[config.mk]
export PLATFORM = sky130hd
export DESIGN_NAME = uart_prog_loader
export DESIGN_NICKNAME = d
export VERILOG_FILES = /design/src/rtl/prog_loader_pkg.sv /design/src/rtl/uart_rx_byte.sv /design/src/rtl/uart_prog_loader.sv
export SDC_FILE = /design/constraint.sdc
export NUM_CORES = 1
export LEC_CHECK = 0
export ABC_AREA = 1
export CAP_MARGIN = 20
export CORE_MARGIN = 2
export CORE_UTILIZATION = 43
export DETAILED_ROUTE_END_ITERATION = 10
export PLACE_DENSITY = 0.59
export SLEW_MARGIN = 20
export SYNTH_ARGS = -nofsm -noshare
export SYNTH_HDL_FRONTEND = slang
export SYNTH_SLANG_ARGS = --single-unit
export TNS_END_PERCENT = 30
[constraint.sdc]
create_clock -name clk -period 3.2 [get_ports clk]
set_input_delay 0.64 -clock clk [delete_from_list [all_inputs] [get_ports clk]]
set_output_delay 0.64 -clock clk [all_outputs]
set_load 0.01 [all_outputs]
[src/rtl/prog_loader_pkg.sv]
// Shared FSM encodings, frame header constant and baud divider helper for the program loader.
// Pure definitions: no latency, no flow control.
package prog_loader_pkg;

   typedef enum logic [2:0] {IDLE, CNT_L, CNT_H, DAT_L, DAT_H, WRITE, CHK, DONE} state_t;
   typedef enum logic [1:0] {RX_IDLE, RX_START, RX_DATA, RX_STOP} rx_state_t;

   localparam logic [7:0] HDR_BYTE = 8'hA5;

   function automatic int calc_div(input int clk_hz, input int baud);
      return clk_hz / baud;
   endfunction

endpackage

[src/rtl/uart_rx_byte.sv]
// 8N1 UART byte receiver: byte_valid/frame_err pulse about DIV/2 + 9*DIV cycles after the start edge.
// No backpressure: data holds the last good byte until the next one lands.
module uart_rx_byte
   import prog_loader_pkg::*;
#(
   parameter int DIV = 10
) (
   input  logic       clk,
   input  logic       rst,
   input  logic       rx,
   output logic [7:0] data,
   output logic       byte_valid,
   output logic       frame_err
);

   localparam logic [15:0] HALF_M1 = 16'(DIV / 2 - 1);
   localparam logic [15:0] FULL_M1 = 16'(DIV - 1);

   rx_state_t   st;
   logic [2:0]  sync;
   logic [15:0] cnt;
   logic [2:0]  bit_idx;
   logic [7:0]  shreg;
   logic        rx_s;
   logic        rx_prev;
   logic        tick;

   // sync[1] is the synchronized line, sync[2] its previous value for edge detection
   assign rx_s    = sync[1];
   assign rx_prev = sync[2];
   assign tick    = (st == RX_START) ? (cnt == HALF_M1) : (cnt == FULL_M1);

   always_ff @(posedge clk or negedge rst) begin
      if (!rst) begin
         st         <= RX_IDLE;
         sync       <= 3'b111;
         cnt        <= '0;
         bit_idx    <= '0;
         shreg      <= '0;
         data       <= '0;
         byte_valid <= 1'b0;
         frame_err  <= 1'b0;
      end else begin
         sync       <= {sync[1:0], rx};
         byte_valid <= 1'b0;
         frame_err  <= 1'b0;
         if (st == RX_IDLE || tick) cnt <= '0;
         else                       cnt <= cnt + 16'd1;
         case (st)
            RX_IDLE:  if (rx_prev && !rx_s) st <= RX_START;
            RX_START: if (tick) begin
                         bit_idx <= '0;
                         st      <= rx_s ? RX_IDLE : RX_DATA;
                      end
            RX_DATA:  if (tick) begin
                         shreg   <= {rx_s, shreg[7:1]};
                         bit_idx <= bit_idx + 3'd1;
                         if (bit_idx == 3'd7) st <= RX_STOP;
                      end
            RX_STOP:  if (tick) begin
                         st <= RX_IDLE;
                         if (rx_s) begin
                            data       <= shreg;
                            byte_valid <= 1'b1;
                         end else begin
                            frame_err  <= 1'b1;
                         end
                      end
            default:  st <= RX_IDLE;
         endcase
      end
   end

endmodule

[src/rtl/uart_prog_loader.sv]
// Loads little-endian 16-bit words from a UART frame into program memory; strobe starts the cycle after the high byte, PROG_CHECKSUM_EN adds a checksum byte and CHK state.
// No backpressure on rx: a byte arriving during the 3-cycle write strobe is held and consumed afterwards.
module uart_prog_loader
   import prog_loader_pkg::*;
#(
   parameter int CLK_HZ = 50_000_000,
   parameter int BAUD   = 115200
) (
   input  logic        clk,
   input  logic        rst,
   input  logic        rx,
   output logic [15:0] dout,
   output logic [15:0] padd,
   output logic        wren,
   output logic        wclk,
   output logic        done,
   output logic        err
);

   localparam int DIV = calc_div(CLK_HZ, BAUD);
`ifdef PROG_CHECKSUM_EN
   localparam bit CHK_EN = 1'b1;
`else
   localparam bit CHK_EN = 1'b0;
`endif

   state_t      state, state_nx;
   logic [7:0]  rx_dat;
   logic        rx_vld, rx_ferr;
   logic        pend, pend_nx, byte_evt, finish;
   logic [1:0]  wph, wph_nx;
   logic [7:0]  cnt_l, cnt_l_nx;
   logic [15:0] remain, remain_nx, dout_nx, padd_nx;
   logic        done_nx, err_nx;

   uart_rx_byte #(.DIV(DIV)) u_rx (
      .clk        (clk),
      .rst        (rst),
      .rx         (rx),
      .data       (rx_dat),
      .byte_valid (rx_vld),
      .frame_err  (rx_ferr)
   );

   // a byte that lands mid-strobe is replayed from pend once WRITE finishes
   assign byte_evt = (state != WRITE) && (rx_vld || pend);
   assign wren     = (state == WRITE) && (wph != 2'd2);
   assign wclk     = (state == WRITE) && (wph == 2'd1);

`ifdef PROG_CHECKSUM_EN
   logic [7:0] sum;
   always_ff @(posedge clk or negedge rst) begin
      if (!rst)                                                     sum <= '0;
      else if (byte_evt && (state == IDLE || state == DONE))        sum <= '0;
      else if (byte_evt && state inside {CNT_L, CNT_H, DAT_L, DAT_H}) sum <= 8'(sum + rx_dat);
   end
`endif

   always_ff @(posedge clk or negedge rst) begin
      if (!rst) begin
         state  <= IDLE;
         pend   <= 1'b0;
         wph    <= '0;
         cnt_l  <= '0;
         remain <= '0;
         dout   <= '0;
         padd   <= '0;
         done   <= 1'b0;
         err    <= 1'b0;
      end else begin
         state  <= state_nx;
         pend   <= pend_nx;
         wph    <= wph_nx;
         cnt_l  <= cnt_l_nx;
         remain <= remain_nx;
         dout   <= dout_nx;
         padd   <= padd_nx;
         done   <= done_nx;
         err    <= err_nx;
      end
   end

   always_comb begin
      state_nx  = state;
      pend_nx   = (state == WRITE) ? (pend || rx_vld) : 1'b0;
      wph_nx    = wph;
      cnt_l_nx  = cnt_l;
      remain_nx = remain;
      dout_nx   = dout;
      padd_nx   = padd;
      done_nx   = done;
      err_nx    = err;
      finish    = 1'b0;
      case (state)
         IDLE, DONE: if (byte_evt && rx_dat == HDR_BYTE) begin
                        done_nx  = 1'b0;
                        err_nx   = 1'b0;
                        padd_nx  = '0;
                        state_nx = CNT_L;
                     end
         CNT_L:      if (byte_evt) begin
                        cnt_l_nx = rx_dat;
                        state_nx = CNT_H;
                     end
         CNT_H:      if (byte_evt) begin
                        remain_nx = {rx_dat, cnt_l};
                        if ({rx_dat, cnt_l} == 16'd0) finish   = 1'b1;
                        else                          state_nx = DAT_L;
                     end
         DAT_L:      if (byte_evt) begin
                        dout_nx[7:0] = rx_dat;
                        state_nx     = DAT_H;
                     end
         DAT_H:      if (byte_evt) begin
                        dout_nx[15:8] = rx_dat;
                        wph_nx        = '0;
                        state_nx      = WRITE;
                     end
         WRITE: begin
            wph_nx = wph + 2'd1;
            if (wph == 2'd1) begin
               padd_nx   = padd + 16'd1;
               remain_nx = remain - 16'd1;
            end
            if (wph == 2'd2) begin
               wph_nx = '0;
               if (remain == 16'd0) finish   = 1'b1;
               else                 state_nx = DAT_L;
            end
         end
`ifdef PROG_CHECKSUM_EN
         CHK:        if (byte_evt) begin
                        if (8'(sum + rx_dat) == 8'd0) begin
                           state_nx = DONE;
                           done_nx  = 1'b1;
                        end else begin
                           state_nx = IDLE;
                           err_nx   = 1'b1;
                        end
                     end
`endif
         default:    state_nx = IDLE;
      endcase
      if (finish) begin
         if (CHK_EN) begin
            state_nx = CHK;
         end else begin
            state_nx = DONE;
            done_nx  = 1'b1;
         end
      end
      if (rx_ferr && state != IDLE && state != DONE) begin
         err_nx   = 1'b1;
         state_nx = IDLE;
         pend_nx  = 1'b0;
      end
   end

endmodule

Yosys cells after proc, flatten, opt, wreduce, memory -nomap -nowiden
Cells that the tools add are included.

word-level totals
  register bits after elaboration = 106
  input bits = 3

cells by class
  $add $sub $neg = 5
  eq/ne operators = 35
  mux-type cells = 49
  reduce and logical (&&, ||, !) cells = 37

operator list
  cell                                                   number
  2-to-1 mux 16 bit                                      5
  case mux 16 bit (2 select lines)                       2
  2-to-1 mux 3 bit                                       12
  adder 16 x 1 -> 16 bit (second input constant)         2
  logical NOT 16 bit                                     2
  != test 4 bit (second input constant)                  6
  case mux 3 bit (6 select lines)                        1
  2-to-1 mux 1 bit                                       17
  equality test 16 x 8 -> 1 bit (second input constant)  1
  equality test 16 x 9 -> 1 bit (second input constant)  1
  2-to-1 mux 2 bit                                       8
  nonzero test 2 bit                                     8
  subtractor 16 x 1 -> 16 bit (second input constant)    1
  AND reduction 2 bit                                    7
  equality test 3 bit (second input constant)            4
  AND reduction 3 bit                                    4
  != test 2 x 1 -> 1 bit (second input constant)         5
  != test 2 bit (second input constant)                  5
  equality test 8 bit (second input constant)            1
  case mux 2 bit (4 select lines)                        1
  AND reduction 8 bit                                    1
  logical AND 1 bit                                      7
  equality test 2 bit (second input constant)            3
  equality test 3 x 2 -> 1 bit (second input constant)   2
  17 further kinds                                       20

Longest topological paths before layout
  word-level depth = 7
  depth in mapped cells = 11

Modules after synthesis
Synthesis repeated with hierarchy kept, for this count alone.

unflattened totals
  cell total of the unflattened synthesis = 728
  area total of the unflattened synthesis = 5675.4 um^2

by module, submodules not included
  module            times used  cells each  area each (um^2)  seq. area each (um^2)
  uart_prog_loader  1           473         3555.9            1601.5
  uart_rx_byte      1           255         2119.5            1054.8

Worst setup path before layout
Ideal clock, no wire load.

  path type = register to output
  from = register state[1]
  to = output wclk
  arrival time = 0.976 ns
  slack = 1.584 ns
  stages on the path, launching flop included = 6
  path buffers = 0
  path through = dfrtp_1 inv_2 nand3_4 inv_2 nand3_4 inv_1

on the way
  word-level cells in the longest chain between the ends = 2

RTL lines
  item                      RTL line                source
  start: declaration        uart_prog_loader.sv:27  state_t state, state_nx;
  start signal: assignment  uart_prog_loader.sv:71  state <= state_nx;
  equality test 3 bit       uart_prog_loader.sv:48  assign wclk = (state == WRITE) && (wph == 2'd1);
  logical AND 1 bit         uart_prog_loader.sv:48
  end: declaration          uart_prog_loader.sv:15  output logic wclk,

Every way passes these cells.

Worst setup path after layout
Same ends and word-level chain as after synthesis.

==> flow_metrics.py <==
metrics = {
    "power_and_ir_drop": {
        "pwr-share-clk_pct": 41.0,
        "p_leak_nw": 3.048,
        "power.density_mw_per_mm2": 452.2,
        "seqPwrFrac_pct": 49.7,
        "peakVddDrop_mv": 0.3576,
        "total_power_w": 0.002845,
        "p_int_w": 0.002082,
        "switching_share_pct": 26.83,
        "power_switching_w": 0.0007632,
        "comb_power_share_pct": 9.3,
    },
    "clock_network": {
        "cts_sinks": 106,
        "htreeDepth": 3,
        "cts_tree": "built",
        "root_buffer": "clkbuf_16",
        "cts_buffer_depth": 2,
        "clk_latency_ps": 360,
        "cts.clk_slew.worst_paths_ps": 70,
        "cts_resized": 0,
        "numCtsBuffers": 9,
        "hold_buffers": 0,
        "post-cts-setup-buffers": 0,
    },
    "run": {
        "cap_viol_max_count": 0,
    },
    "finish": {
        "drive_gt1_share_pct": 5.811,
        "final_area_mm2": 0.006291,
        "syn_to_final_growth_pct": 15.22,
        "mostFrequentLayoutCells": "nand2_1 (195), dfrtp_1 (103), nor2_1 (90)",
        "antenna_cells": 0,
        "nNetsFinal": 744,
        "final_common_cell": "nand2_1",
    },
    "timing": {
        "slew_violations": 0,
        "max_slew.worst_pin.slew_ps": 682.4,
        "min_period_ps": 2886,
        "whs_ps": 240.8,
        "clock.fmax_ghz": 0.3466,
        "fin_skew_ps": 8.823,
        "tns_ps": 0,
        "max_slew_margin_pct": 54.40,
        "rsz0062_at_grt": "false",
        "hold_violations": 0,
        "min_period_over_period_pct": 90.17,
        "finalSetupViolCount": 0,
    },
    "global_route": {
        "grt_overflow": 0,
        "grt_max_degree": 71,
        "grt_pass1_vias": 4419,
        "grt_pass1_wl_um": 21070,
        "grt.busiest_layer": "met2",
        "antenna_found_initial": 0,
        "met1_usage_pct": 27.36,
        "grt_use_met3_pct": 4.982,
        "globalRouteMet2Util_pct": 31.02,
        "track_usage_pct": 19.76,
    },
    "critical_path": {
        "cp-end-kind": "output pin",
        "path_class": "flip-flop to output pin",
        "reg2reg_depth": 9,
        "crit_arrival_ps": 2250,
        "setup.worst_path.start_class": "flip-flop",
        "crit_required_ps": 2560,
        "crit_fanout": 22,
    },
    "die": {
        "initial_core_util_pct": 43.62,
        "die_w_um": 116.7,
        "rows": 41,
        "io_pins": 39,
        "coreArea_mm2": 0.01252,
        "dieHeight_um": 116.7,
        "dieArea_mm2": 0.01362,
    },
    "placed_design": {
        "hpwl_um": 8732,
        "placed_area_mm2": 0.005979,
        "place_congestion": 0.8513,
        "io_buffers": 38,
    },
    "route": {
        "ant_nets": 0,
        "drt_iter0_markers": 327,
        "wl_um": 12220,
        "num_vias": 4587,
        "via_per_inst": 5.030,
        "drc": 0,
        "first_pass_iters": 5,
        "wl_per_cell_um": 13.40,
    },
    "worst_hold_path": {
        "hold_class": "primary input to asynchronous set/reset pin",
    },
    "logic_synthesis": {
        "ys_types": 38,
        "yosys_warnings": 0,
        "syn_area_mm2": 0.005460,
        "synthesis.nets": 710,
        "syn_inst": 701,
        "seq_area_frac_synth_pct": 48.65,
        "synth_area_per_cell_um2": 7.789,
        "ys_ff_latch": 106,
    },
    "outcome": {
        "status": "completed",
    },
}
[stage by stage]
stage	utilization [%]	std cells	setup slack [ps]
after global placement	47.77	896	744.3
after global routing	50.26	912	150.9
final	50.26	912	314.5
after CTS	50.26	912	280.4
after floorplan	-	701	1584
after detailed placement	47.77	896	693.3
[cell type report]
type                    instances  area (µm²)
flip-flops and latches        106        2656
clock buffers                  10       239.0
well taps                     172       215.2
clock inverters                 6       72.57
inverters                      75       281.5
fillers                      1264        6226
multi-input cells             503        2421
repair buffers                 40       405.4
[final timing paths]
| path | start | endpoint | slack (ps) |
|---|---|---|---|
| worst min-delay path | rst | remain[6] | 240 |
| worst max-delay path | state[1] | wclk | 310 |
| max in group asynchronous | rst | u_rx.sync[2] | 2190 |
| min in group clk | u_rx.sync[0] | u_rx.sync[1] | 360 |
| worst max register to register | state[1] | remain[12] | 1070 |
| worst min register to register | u_rx.sync[0] | u_rx.sync[1] | 360 |
[worst max-delay path: stages (launching register included)]
cell	delay (ps)
dfrtp_1	450
inv_2	120
nand3_4	70
inv_2	330
nand3_4	210
inv_1	150
clkdlybuf4s50_1	550
[cells in the mapped netlist (all sizes together)]
cell type | count | area share, %
a21o | 1 | 0.14
a21oi | 26 | 2.5
a22o | 1 | 0.16
a22oi | 1 | 0.14
a31oi | 2 | 0.23
buf | 10 | 1.4
clkbuf | 7 | 0.50
dfrtp | 103 | 47
dfstp | 3 | 1.4
ha | 6 | 1.4
inv | 75 | 5.2
nand2 | 200 | 14
nand3 | 54 | 5.9
nand3b | 2 | 0.27
nand4 | 9 | 1.0
nor2 | 96 | 7.3
nor3 | 10 | 0.92
nor3b | 5 | 0.69
o211ai | 1 | 0.14
o21a | 1 | 0.14
o21ai | 67 | 6.1
o21bai | 1 | 0.14
o22ai | 4 | 0.46
o2bb2ai | 1 | 0.16
o31ai | 3 | 0.41
xor2 | 12 | 1.9
[cell families after synthesis]
| kind of cell | Yosys count | share of synthesized area, % |
|---|---|---|
| xor gates and xnor gates | 12 | 1.925 |
| adders and majority gates | 6 | 1.375 |
| DFF | 106 | 48.65 |
| buffers and inverters | 92 | 7.012 |
| and+or+nand+nor | 376 | 30.34 |
| AOI/OAI and AO/OA | 109 | 10.70 |
[metal layers]
layer / routed length, µm / vias up
met3: 501 / 10
met2: 5577 / 82
met1: 6019 / 2167
li1: - / 2328
met5: 0 / -
met4: 125 / 0
[registers in the layout (all words and copies together) (netlist names), 2 cells and up, named ones only]
| name | count |
|---|---|
| u_rx.cnt | 16 |
| u_rx.bit_idx | 3 |
| u_rx.sync | 3 |
| remain | 16 |
| dout | 16 |
| padd | 16 |
| cnt_l | 8 |
| u_rx.data | 8 |
| u_rx.shreg | 8 |
| state | 3 |
| wph | 2 |
[power by group through the flow]
stage	Clock [W]	Combinational, W	Sequential, W
finish	0.00117	0.000265	0.00141
floorplan	0	0.000214	0.00143
global route	0.00124	0.000309	0.00142
CTS	0.00120	0.000271	0.00141
global placement	0	0.000265	0.00144
detailed placement	0	0.000271	0.00144
(Power assumes the default switching activity.)
